[src/rtl/sbox_rr_arbiter.sv]
// sbox_rr_arbiter: shares one external DES S-box bank between NREQ round engines, round-robin.
// Define SBOX_ARB_INPUT_REG_EN to insert an input stage register before the bank (latency 2).
module sbox_rr_arbiter #(
    parameter int NREQ = 2,
    parameter int ID_W = 2
) (
    input  logic               clk,
    input  logic               n_rst,
    input  logic [NREQ-1:0]    req_valid,
    input  logic [NREQ*48-1:0] req_data,
    output logic [NREQ-1:0]    req_ready,
    output logic [47:0]        sbox_in,
    input  logic [31:0]        sbox_out,
    output logic               rsp_valid,
    output logic [31:0]        rsp_data,
    output logic [ID_W-1:0]    rsp_id,
    input  logic               rsp_ready,
    output logic               busy
);

    typedef enum logic {EMPTY = 1'b0, FULL = 1'b1} slot_state_t;

    slot_state_t     state;
    slot_state_t     state_nxt;
    logic [ID_W-1:0] ptr;
    logic            can_accept;
    logic            gnt_valid;
    logic [ID_W-1:0] gnt_id;
    logic [47:0]     gnt_data;
    logic            load;
    logic [ID_W-1:0] load_id;

    // Search starts at ptr and wraps, so the most recently served requester is tried last.
    always_comb begin
        gnt_valid = 1'b0;
        gnt_id    = '0;
        for (int k = 0; k < NREQ; k++) begin
            for (int i = 0; i < NREQ; i++) begin
                if (can_accept && !gnt_valid && req_valid[i] && ((int'(ptr) + k) % NREQ == i)) begin
                    gnt_valid = 1'b1;
                    gnt_id    = ID_W'(i);
                end
            end
        end
    end

    always_comb begin
        req_ready = '0;
        gnt_data  = 48'h0;
        for (int i = 0; i < NREQ; i++) begin
            if (gnt_valid && gnt_id == ID_W'(i)) begin
                req_ready[i] = 1'b1;
                gnt_data     = req_data[48*i +: 48];
            end
        end
    end

    always_ff @(posedge clk or negedge n_rst) begin
        if (!n_rst) begin
            ptr <= '0;
        end else if (gnt_valid) begin
            ptr <= ID_W'((int'(gnt_id) + 1) % NREQ);
        end
    end

`ifdef SBOX_ARB_INPUT_REG_EN
    logic            in_valid;
    logic [47:0]     in_data;
    logic [ID_W-1:0] in_id;

    // The input stage only advances into the slot when the slot can take it this cycle.
    assign load       = in_valid && ((state == EMPTY) || rsp_ready);
    assign can_accept = n_rst && (!in_valid || load);
    assign sbox_in    = in_valid ? in_data : 48'h0;
    assign load_id    = in_id;
    assign busy       = (|req_valid) || rsp_valid || in_valid;

    always_ff @(posedge clk or negedge n_rst) begin
        if (!n_rst) begin
            in_valid <= 1'b0;
            in_data  <= 48'h0;
            in_id    <= '0;
        end else if (can_accept) begin
            in_valid <= gnt_valid;
            if (gnt_valid) begin
                in_data <= gnt_data;
                in_id   <= gnt_id;
            end
        end
    end
`else
    assign load       = gnt_valid;
    assign can_accept = n_rst && ((state == EMPTY) || rsp_ready);
    assign sbox_in    = gnt_data;
    assign load_id    = gnt_id;
    assign busy       = (|req_valid) || rsp_valid;
`endif

    always_ff @(posedge clk or negedge n_rst) begin
        if (!n_rst) begin
            state <= EMPTY;
        end else begin
            state <= state_nxt;
        end
    end

    always_comb begin
        state_nxt = state;
        case (state)
            EMPTY:   if (load) state_nxt = FULL;
            FULL:    if (rsp_ready && !load) state_nxt = EMPTY;
            default: state_nxt = EMPTY;
        endcase
    end

    always_comb begin
        rsp_valid = (state == FULL);
    end

    always_ff @(posedge clk or negedge n_rst) begin
        if (!n_rst) begin
            rsp_data <= 32'h0;
            rsp_id   <= '0;
        end else if (load) begin
            rsp_data <= sbox_out;
            rsp_id   <= load_id;
        end
    end

endmodule

[config.mk]
export PLATFORM = sky130hd
export DESIGN_NAME = sbox_rr_arbiter
export DESIGN_NICKNAME = d
export VERILOG_FILES = /design/src/rtl/sbox_rr_arbiter.sv
export SDC_FILE = /design/constraint.sdc
export NUM_CORES = 1
export LEC_CHECK = 0
export CAP_MARGIN = 10
export CORE_ASPECT_RATIO = 0.7
export CORE_MARGIN = 2
export CORE_UTILIZATION = 25
export CTS_BUF_LIST = sky130_fd_sc_hd__clkbuf_4 sky130_fd_sc_hd__clkbuf_8
export DETAILED_ROUTE_END_ITERATION = 10
export PLACE_DENSITY = 0.78
export SYNTH_ARGS = -nofsm -noshare
export SYNTH_HDL_FRONTEND = slang
export SYNTH_SLANG_ARGS = --single-unit
[constraint.sdc]
create_clock -name clk -period 1.42 [get_ports clk]
set_input_delay 0.284 -clock clk [delete_from_list [all_inputs] [get_ports clk]]
set_output_delay 0.284 -clock clk [all_outputs]
set_load 0.01 [all_outputs]
==> results.md, run 1 <==
- Skew-Pair Late Insertion Delay: between 200 and 300 ps
- Overall routing resource usage: a little under a quarter
- CTS tree: done
- Cells on worst reg2reg path: 6
- WL final: roughly 10000 um
- Main area contributors after synthesis: dfrtp_1, a22o_1, mux2_2
- DR DRC count: 0
- R2r endpoint: rsp_data[25]$_DFFE_PN0P_
- Share of cells above drive strength 1: 33.76%
- Initial antenna violation count: 0
- CP delay by family, top: compound AO/OA/AOI/OAI gates
- Critical path's slowest cell: dfrtp_1
- Class of the most critical setup path: reg2out
- Worst R2R Start: rsp_valid$_DFF_PN0_
- Total power: between 3 and 4 mW
- Worst vdd ir: 701.7 uV
- Reg2Reg Setup Slack: -110 ps
- Final Cell Area: between 0.004 and 0.005 mm2
- Critical Path Start Type: flop
- Switching Fraction: 28.28%
- Cell area after synthesis: between 0.0015 and 0.002 mm2
- Final worst setup slack: -538.5 ps
- Max cap viols: 0
- Worst Setup End Kind: output pin
- Skew final: between 6 and 7 ps
- Period utilization: 137.9%
- Post-DP Area: 0.004183 mm2
- N_diodes: 0
- Root Driver: clkbuf_8
- Vias per std cell: 4.807
- First-pass GRT wire length: between 10000 and 15000 um
- Worst endpoint required time: between 1000 and 1500 ps
- Die X: roughly 110 um
- GP Congestion: 0.8669
- CP Data Arrival Time: about 1700 ps
- FP Rows: 26
- Yosys top cell area share: 45.93%
- IO buf count: around 220
- Status: finished, violations left
- Seq/Total Area, Yosys: between 40% and 50%
- CTS Buf Count: 5
- Wire per inst: 20.83 um
- Synth area leader: dfrtp_1
- P&R area growth vs syn: 140.8%
- Number of nets in the layout: 520
- Clock slew at reported path FFs: approximately 70 ps
- Die height: just under 80 um
- Hold slack final: about 94 ps
- Post-DP HPWL: slightly below 7000 um
- Syn_area_per_cell: between 10 and 15 um2
- Int Power: between 2 and 3 mW
- Flop pwr share: 33.9%
- Pin count of the biggest net entering global routing: 35
- Min Tclk post-route: ~2000 ps
- Static Leak: ~2.2 nW
- Vias in the first global route: between 2k and 3k
- Remaining Overflow, GRT: 0
- Crit-path cells: o2111a_2, buf_12, buf_16, a22o_1, buf_6
- CP peak stage delay: ~400 ps
- Multi-input logic area: 997.2 um2
- F_max: about 510 MHz
- Psw: roughly 1.1 mW
- Initial Utilization: between 20% and 30%
- Place WS: -958.7 ps
- Setup violations, final: 83
- Total number of vias: roughly 2.3k
- H-tree levels: 2
- Slew Viols, Final: 0
- Dpl cells: roughly 460
- Yosys cell types: 16
- CTS Sinks: 35
- Fin util: 62.46%
- Routed Antenna Nets: 0
- I/O pin count: about 220
- Iteration-0 DRC count of the detailed router: 86
- First-pass DRT Iterations: 4
- Failing checks: setup timing
- Combinational Power Share: around 45%
- Unrepaired setup endpoints after global routing: true
- Hold Path Class: in2async
- Crit path max fanout: 8
- Core footprint: ~0.0074 mm2
- Synth Instances: roughly 140
- Fill cells: just over 600
- Clock power share: between 20% and 30%
- Seq cells post-synth: 35
- Pwr dens: between 800 and 900 mW/mm2
- Register cell area after layout: 875.8 um2
- CP Buf/Inv Count: 3
- Clk buf depth: 2
- Setup TNS Final: -26840 ps
- Final non-filler cell total: just under 500
- Final hold violations: 0
- Die ar.: between 0.008 and 0.009 mm2
- Syn Nets: around 280
- Yosys warns: 0
[synth_stat cells]
cell,n
a22o_1,48
dfrtp_1,35
mux2_2,31
buf_6,11
buf_4,4
inv_1,3
a21oi_1,2
nand2_1,2
and4_1,1
conb_1,1
mux2_1,1
nand2b_2,1
o2111a_2,1
o211ai_4,1
o21ai_0,1
or3_2,1
[cells in the final DEF (no fill, tap or decap), drive strengths merged]
| cell type | instances |
|---|---|
| mux2 | 32 |
| a22o | 48 |
| o211ai | 1 |
| nand2 | 2 |
| o2111a | 1 |
| conb | 1 |
| dfrtp | 35 |
| inv | 3 |
| nand2b | 1 |
| o21ai | 1 |
| a21oi | 2 |
| clkinvlp | 1 |
| buf | 82 |
| clkbuf | 11 |
| dlygate4sd2 | 36 |
| dlygate4sd3 | 1 |
| or3 | 1 |
| and4 | 1 |
| clkdlybuf4s50 | 128 |
[power by group through the flow]
stage / Sequential, mW / Clock (mW) / Combinational [mW]
floorplan: 1.35 / 0 / 0.442
global placement: 1.26 / 0 / 1.53
detailed placement: 1.28 / 0 / 1.54
CTS: 1.25 / 0.824 / 1.49
global route: 1.28 / 0.881 / 1.75
finish: 1.26 / 0.803 / 1.65
[state kept, by name, summed over array words and instances, names as in the netlist]
| register | flops |
|---|---|
| rsp_id | 1 |
| ptr | 1 |
| rsp_valid | 1 |
| rsp_data | 32 |
[per-layer routing]
layer / vias up / share of wire, % / routed length (um) / track usage (%)
li1: 1050 / - / - / -
met2: 127 / 48 / 4899 / 39.81
met3: 37 / 9.7 / 979 / 7.823
met1: 1122 / 37 / 3765 / 24.12
met4: 0 / 4.7 / 476 / 12.05
met5: - / 0 / 0 / 0
[how the worst max path moves through the flow]
stage	endpoint	from	depth (start not counted)	slack, ps
2_1_floorplan	sbox_in[24]	rsp_valid$_DFF_PN0_	5	-10
3_3_place_gp	sbox_in[7]	rsp_ready	6	-950
3_5_place_dp	sbox_in[7]	req_valid[0]	6	-960
4_1_cts	sbox_in[5]	ptr[0]$_DFFE_PN0P_	5	-520
5_1_grt	sbox_in[22]	rsp_valid$_DFF_PN0_	6	-580
6_report	sbox_in[7]	ptr[0]$_DFFE_PN0P_	5	-540
[logic make-up (layout without fill, tap and decap cells)]
| family | Yosys count | count (layout) | synth area share [%] |
|---|---|---|---|
| mux | 32 | 32 | 18.90 |
| simple gates | 5 | 5 | 1.706 |
| other cells | 1 | 1 | 0.1967 |
| buf+inv | 18 | 262 | 8.662 |
| flops | 35 | 35 | 45.93 |
| compound gates | 53 | 53 | 24.61 |
[repair_timing]
action	in CTS	in global routing
setup buffers	5	4
resized for setup	268	45
hold endpoints to repair	1	0
pin swaps	24	20
setup endpoints to repair	117	83
hold buffers	1	0
cloned	9	3
[cell type report]
type,instances,area share [%]
repair buffers,251,54.03
multi-input cells,91,21.72
flip-flops and latches,35,19.07
well taps,98,2.670
clock buffers,7,2.098
inverters,3,0.2452
clock inverters,1,0.1635
Note: power is estimated with default switching activity, not from simulation.
==> inputs of run 2 (changes only) <==
--- a/config.mk
+++ b/config.mk
@@ -7,7 +7,7 @@
 export LEC_CHECK = 0
 export CAP_MARGIN = 10
 export CORE_ASPECT_RATIO = 0.7
-export CORE_MARGIN = 2
+export CORE_MARGIN = 5
 export CORE_UTILIZATION = 25
 export CTS_BUF_LIST = sky130_fd_sc_hd__clkbuf_4 sky130_fd_sc_hd__clkbuf_8
 export DETAILED_ROUTE_END_ITERATION = 10
==> results.md, run 2 (synthesized netlist as in run 1, its figures left out) <==
- GP Congestion: 1.003 (+16%)
- WL final: 10440 um (+3.2%)
- First-pass DRT Iterations: 4 (unchanged)
- DR DRC count: 0 (unchanged)
- Clk buf depth: 2 (unchanged)
- Vias in the first global route: 2454 (-5.2%)
- I/O pin count: 219 (unchanged)
- Hold slack final: 147.9 ps (+54.05 ps)
- Root Driver: clkbuf_8
- Die X: 114.4 um (+5.5%)
- Critical Path Start Type: flop
- H-tree levels: 2 (unchanged)
- Int Power: 2.545 mW (-4.6%)
- Share of cells above drive strength 1: 33.93% (+0.17 points)
- Vias per std cell: 4.793 (-0.29%)
- Combinational Power Share: 45.5% (+1.0 points)
- CTS Sinks: 35 (unchanged)
- CTS Buf Count: 5 (unchanged)
- Worst R2R Start: rsp_valid$_DFF_PN0_
- Final worst setup slack: -537.2 ps (+1.283 ps)
- Worst Setup End Kind: output pin
- Slew Viols, Final: 0 (unchanged)
- Clock power share: 19.4% (-2.2 points)
- P&R area growth vs syn: 136.4%
- Commonest non-fill, non-tap cell in the layout: clkdlybuf4s50_1
- Clock slew at reported path FFs: 70 ps (about the same)
- Setup violations, final: 84 (+1.2%)
- Cells on worst reg2reg path: 7 (+1)
- Worst vdd ir: 666.5 uV (-5.0%)
- Failing checks: setup timing
- Initial antenna violation count: 0 (unchanged)
- Initial Utilization: 25.94% (unchanged)
- Setup TNS Final: -25060 ps (+1782 ps)
- Crit-path cells: o2111a_2, buf_12, buf_4, a22o_1, buf_2
- Top Usage Layer GRT: met2
- Met2 GRT Util: 35.76% (-4.0 points)
- Crit path max fanout: 15 (+7)
- Reg2Reg Setup Slack: -160 ps (-50 ps)
- Worst endpoint required time: 1140 ps (about the same)
- Min Tclk post-route: 1957 ps (-1.283 ps)
- F_max: 510.9 MHz (about the same)
- Unrepaired setup endpoints after global routing: true
- R2r endpoint: rsp_data[23]$_DFFE_PN0P_
- Skew-Pair Late Insertion Delay: 290 ps (about the same)
- Pin count of the biggest net entering global routing: 36 (+2.9%)
- Wire per inst: 21.44 um (+2.9%)
- Most frequent cells in the layout: clkdlybuf4s50_1, a22o_1, buf_2, dlygate4sd2_1, dfrtp_1
- Pwr dens: 796.4 mW/mm2 (-1.7%)
- CP delay by family, top: compound AO/OA/AOI/OAI gates
- Static Leak: 2.185 nW (-0.87%)
- Core footprint: 0.007352 mm2 (unchanged)
- CTS tree: done
- GRT met3 Usage: 7.485% (-0.34 points)
- Max FFs per register: 32 (unchanged)
- Total number of vias: 2334 (-0.086%)
- N_diodes: 0 (unchanged)
- CP Data Arrival Time: 1670 ps (about the same)
- Stages on worst setup path: 5 (unchanged)
- Most flops, register: rsp_data
- Max cap viols: 0 (unchanged)
- Crit path to: sbox_in[6]
- Met1 usage in global routing: 23.80% (-0.32 points)
- Post-DP HPWL: 7476 um (+7.4%)
- CP peak stage delay: 400 ps (about the same)
- Hold Path Class: in2async
- Critical path's slowest cell: dfrtp_1
- IO buf count: 217 (unchanged)
- Status: finished, violations left
- Period utilization: 137.8% (about the same)
- Die height: 83.07 um (+7.8%)
- Flop pwr share: 35.1% (+1.2 points)
- First-pass GRT wire length: 15060 um (+3.6%)
- Remaining Overflow, GRT: 0 (unchanged)
- Overall routing resource usage: 20.54% (-2.3 points)
- Routed Antenna Nets: 0 (unchanged)
- FP Rows: 26 (unchanged)
- Switching Fraction: 29.11% (+0.83 points)
- Number of nets in the layout: 522 (+0.38%)
- Critical Path Source: ptr[0]$_DFFE_PN0P_
- CP Buf/Inv Count: 3 (unchanged)
- Iteration-0 DRC count of the detailed router: 200 (+130%)
- Final hold violations: 0 (unchanged)
- Class of the most critical setup path: reg2out
- Skew final: 2.541 ps (-3.577 ps)
- Die ar.: 0.009502 mm2 (+14%)
- Psw: 1.045 mW (-0.65%)
## run 2: changes by cell type in the layout (fill, tap and decap cells not counted)
cell	change
bufbuf_16	+1
clkinv_2	+1
clkinv_4	+1
buf_2	-1
buf_16	-5
clkinvlp_4	-1
buf_6	+2
buf_4	+6
buf_12	-1
clkbuf_8	-2
## run 2: worst min-delay path by stage
stage / from / cells after the start / end / slack [ps]
after CTS: n_rst / 2 / rsp_data[26]$_DFFE_PN0P_ / 140
after global placement: n_rst / 2 / ptr[0]$_DFFE_PN0P_ / 250
after global routing: n_rst / 2 / rsp_data[29]$_DFFE_PN0P_ / 170
after floorplan: n_rst / 0 / ptr[0]$_DFFE_PN0P_ / -10
final: n_rst / 2 / rsp_data[21]$_DFFE_PN0P_ / 150
after detailed placement: n_rst / 2 / ptr[0]$_DFFE_PN0P_ / 260
## run 2: layout make-up
type	instances	area (um2)
Sequential cell	35	875.8
Clock buffer	5	68.82
Inverter	3	11.26
Multi-Input combinational cell	91	997.2
Fill cell	647	2844
Clock inverter	2	13.76
Timing Repair Buffer	253	2419
Tap cell	98	122.6
## run 2: timing repair
item,4_1_cts,5_1_grt
hold buffers,1,0
buffers inserted,12,7
endpoints found under the hold margin,1,0
endpoints found under the setup margin,117,83
gates cloned,7,2
gates resized for setup,270,42
pin swaps,12,5
## run 2: per-stage QoR
step                cells  utilization (%)  power [mW]  instance area [um2]  setup WS (ps)
global route          487            61.32       3.788                 4508         -577.9
finish                487            61.32       3.590                 4508         -537.2
CTS                   482            59.48       3.498                 4373         -565.1
global placement      457            56.89       2.801                 4183         -957.6
detailed placement    457            56.89       2.824                 4183         -961.4
floorplan             144                -       1.794                 1912         -10.51
## run 2: worst register-to-register path, cell delays in order, from the launching register on
cell and delay, ps:
dfrtp_1 390, nand2b_4 80, buf_6 120, buf_6 110, o211ai_4 140, buf_6 170, buf_12 140, mux2_4 310
## run 2: power groups by stage
stage,registers [mW],clock network [mW],logic [mW]
floorplan,1.35,0,0.442
CTS,1.25,0.724,1.53
detailed placement,1.27,0,1.55
global route,1.29,0.780,1.72
global placement,1.26,0,1.54
finish,1.26,0.696,1.63
## run 2: metal layers
| layer | vias to the layer above | part of all wire, % |
|---|---|---|
| met3 | 12 | 9.8 |
| met5 | - | 0 |
| li1 | 1046 | - |
| met2 | 136 | 48 |
| met1 | 1140 | 40 |
| met4 | 0 | 1.6 |
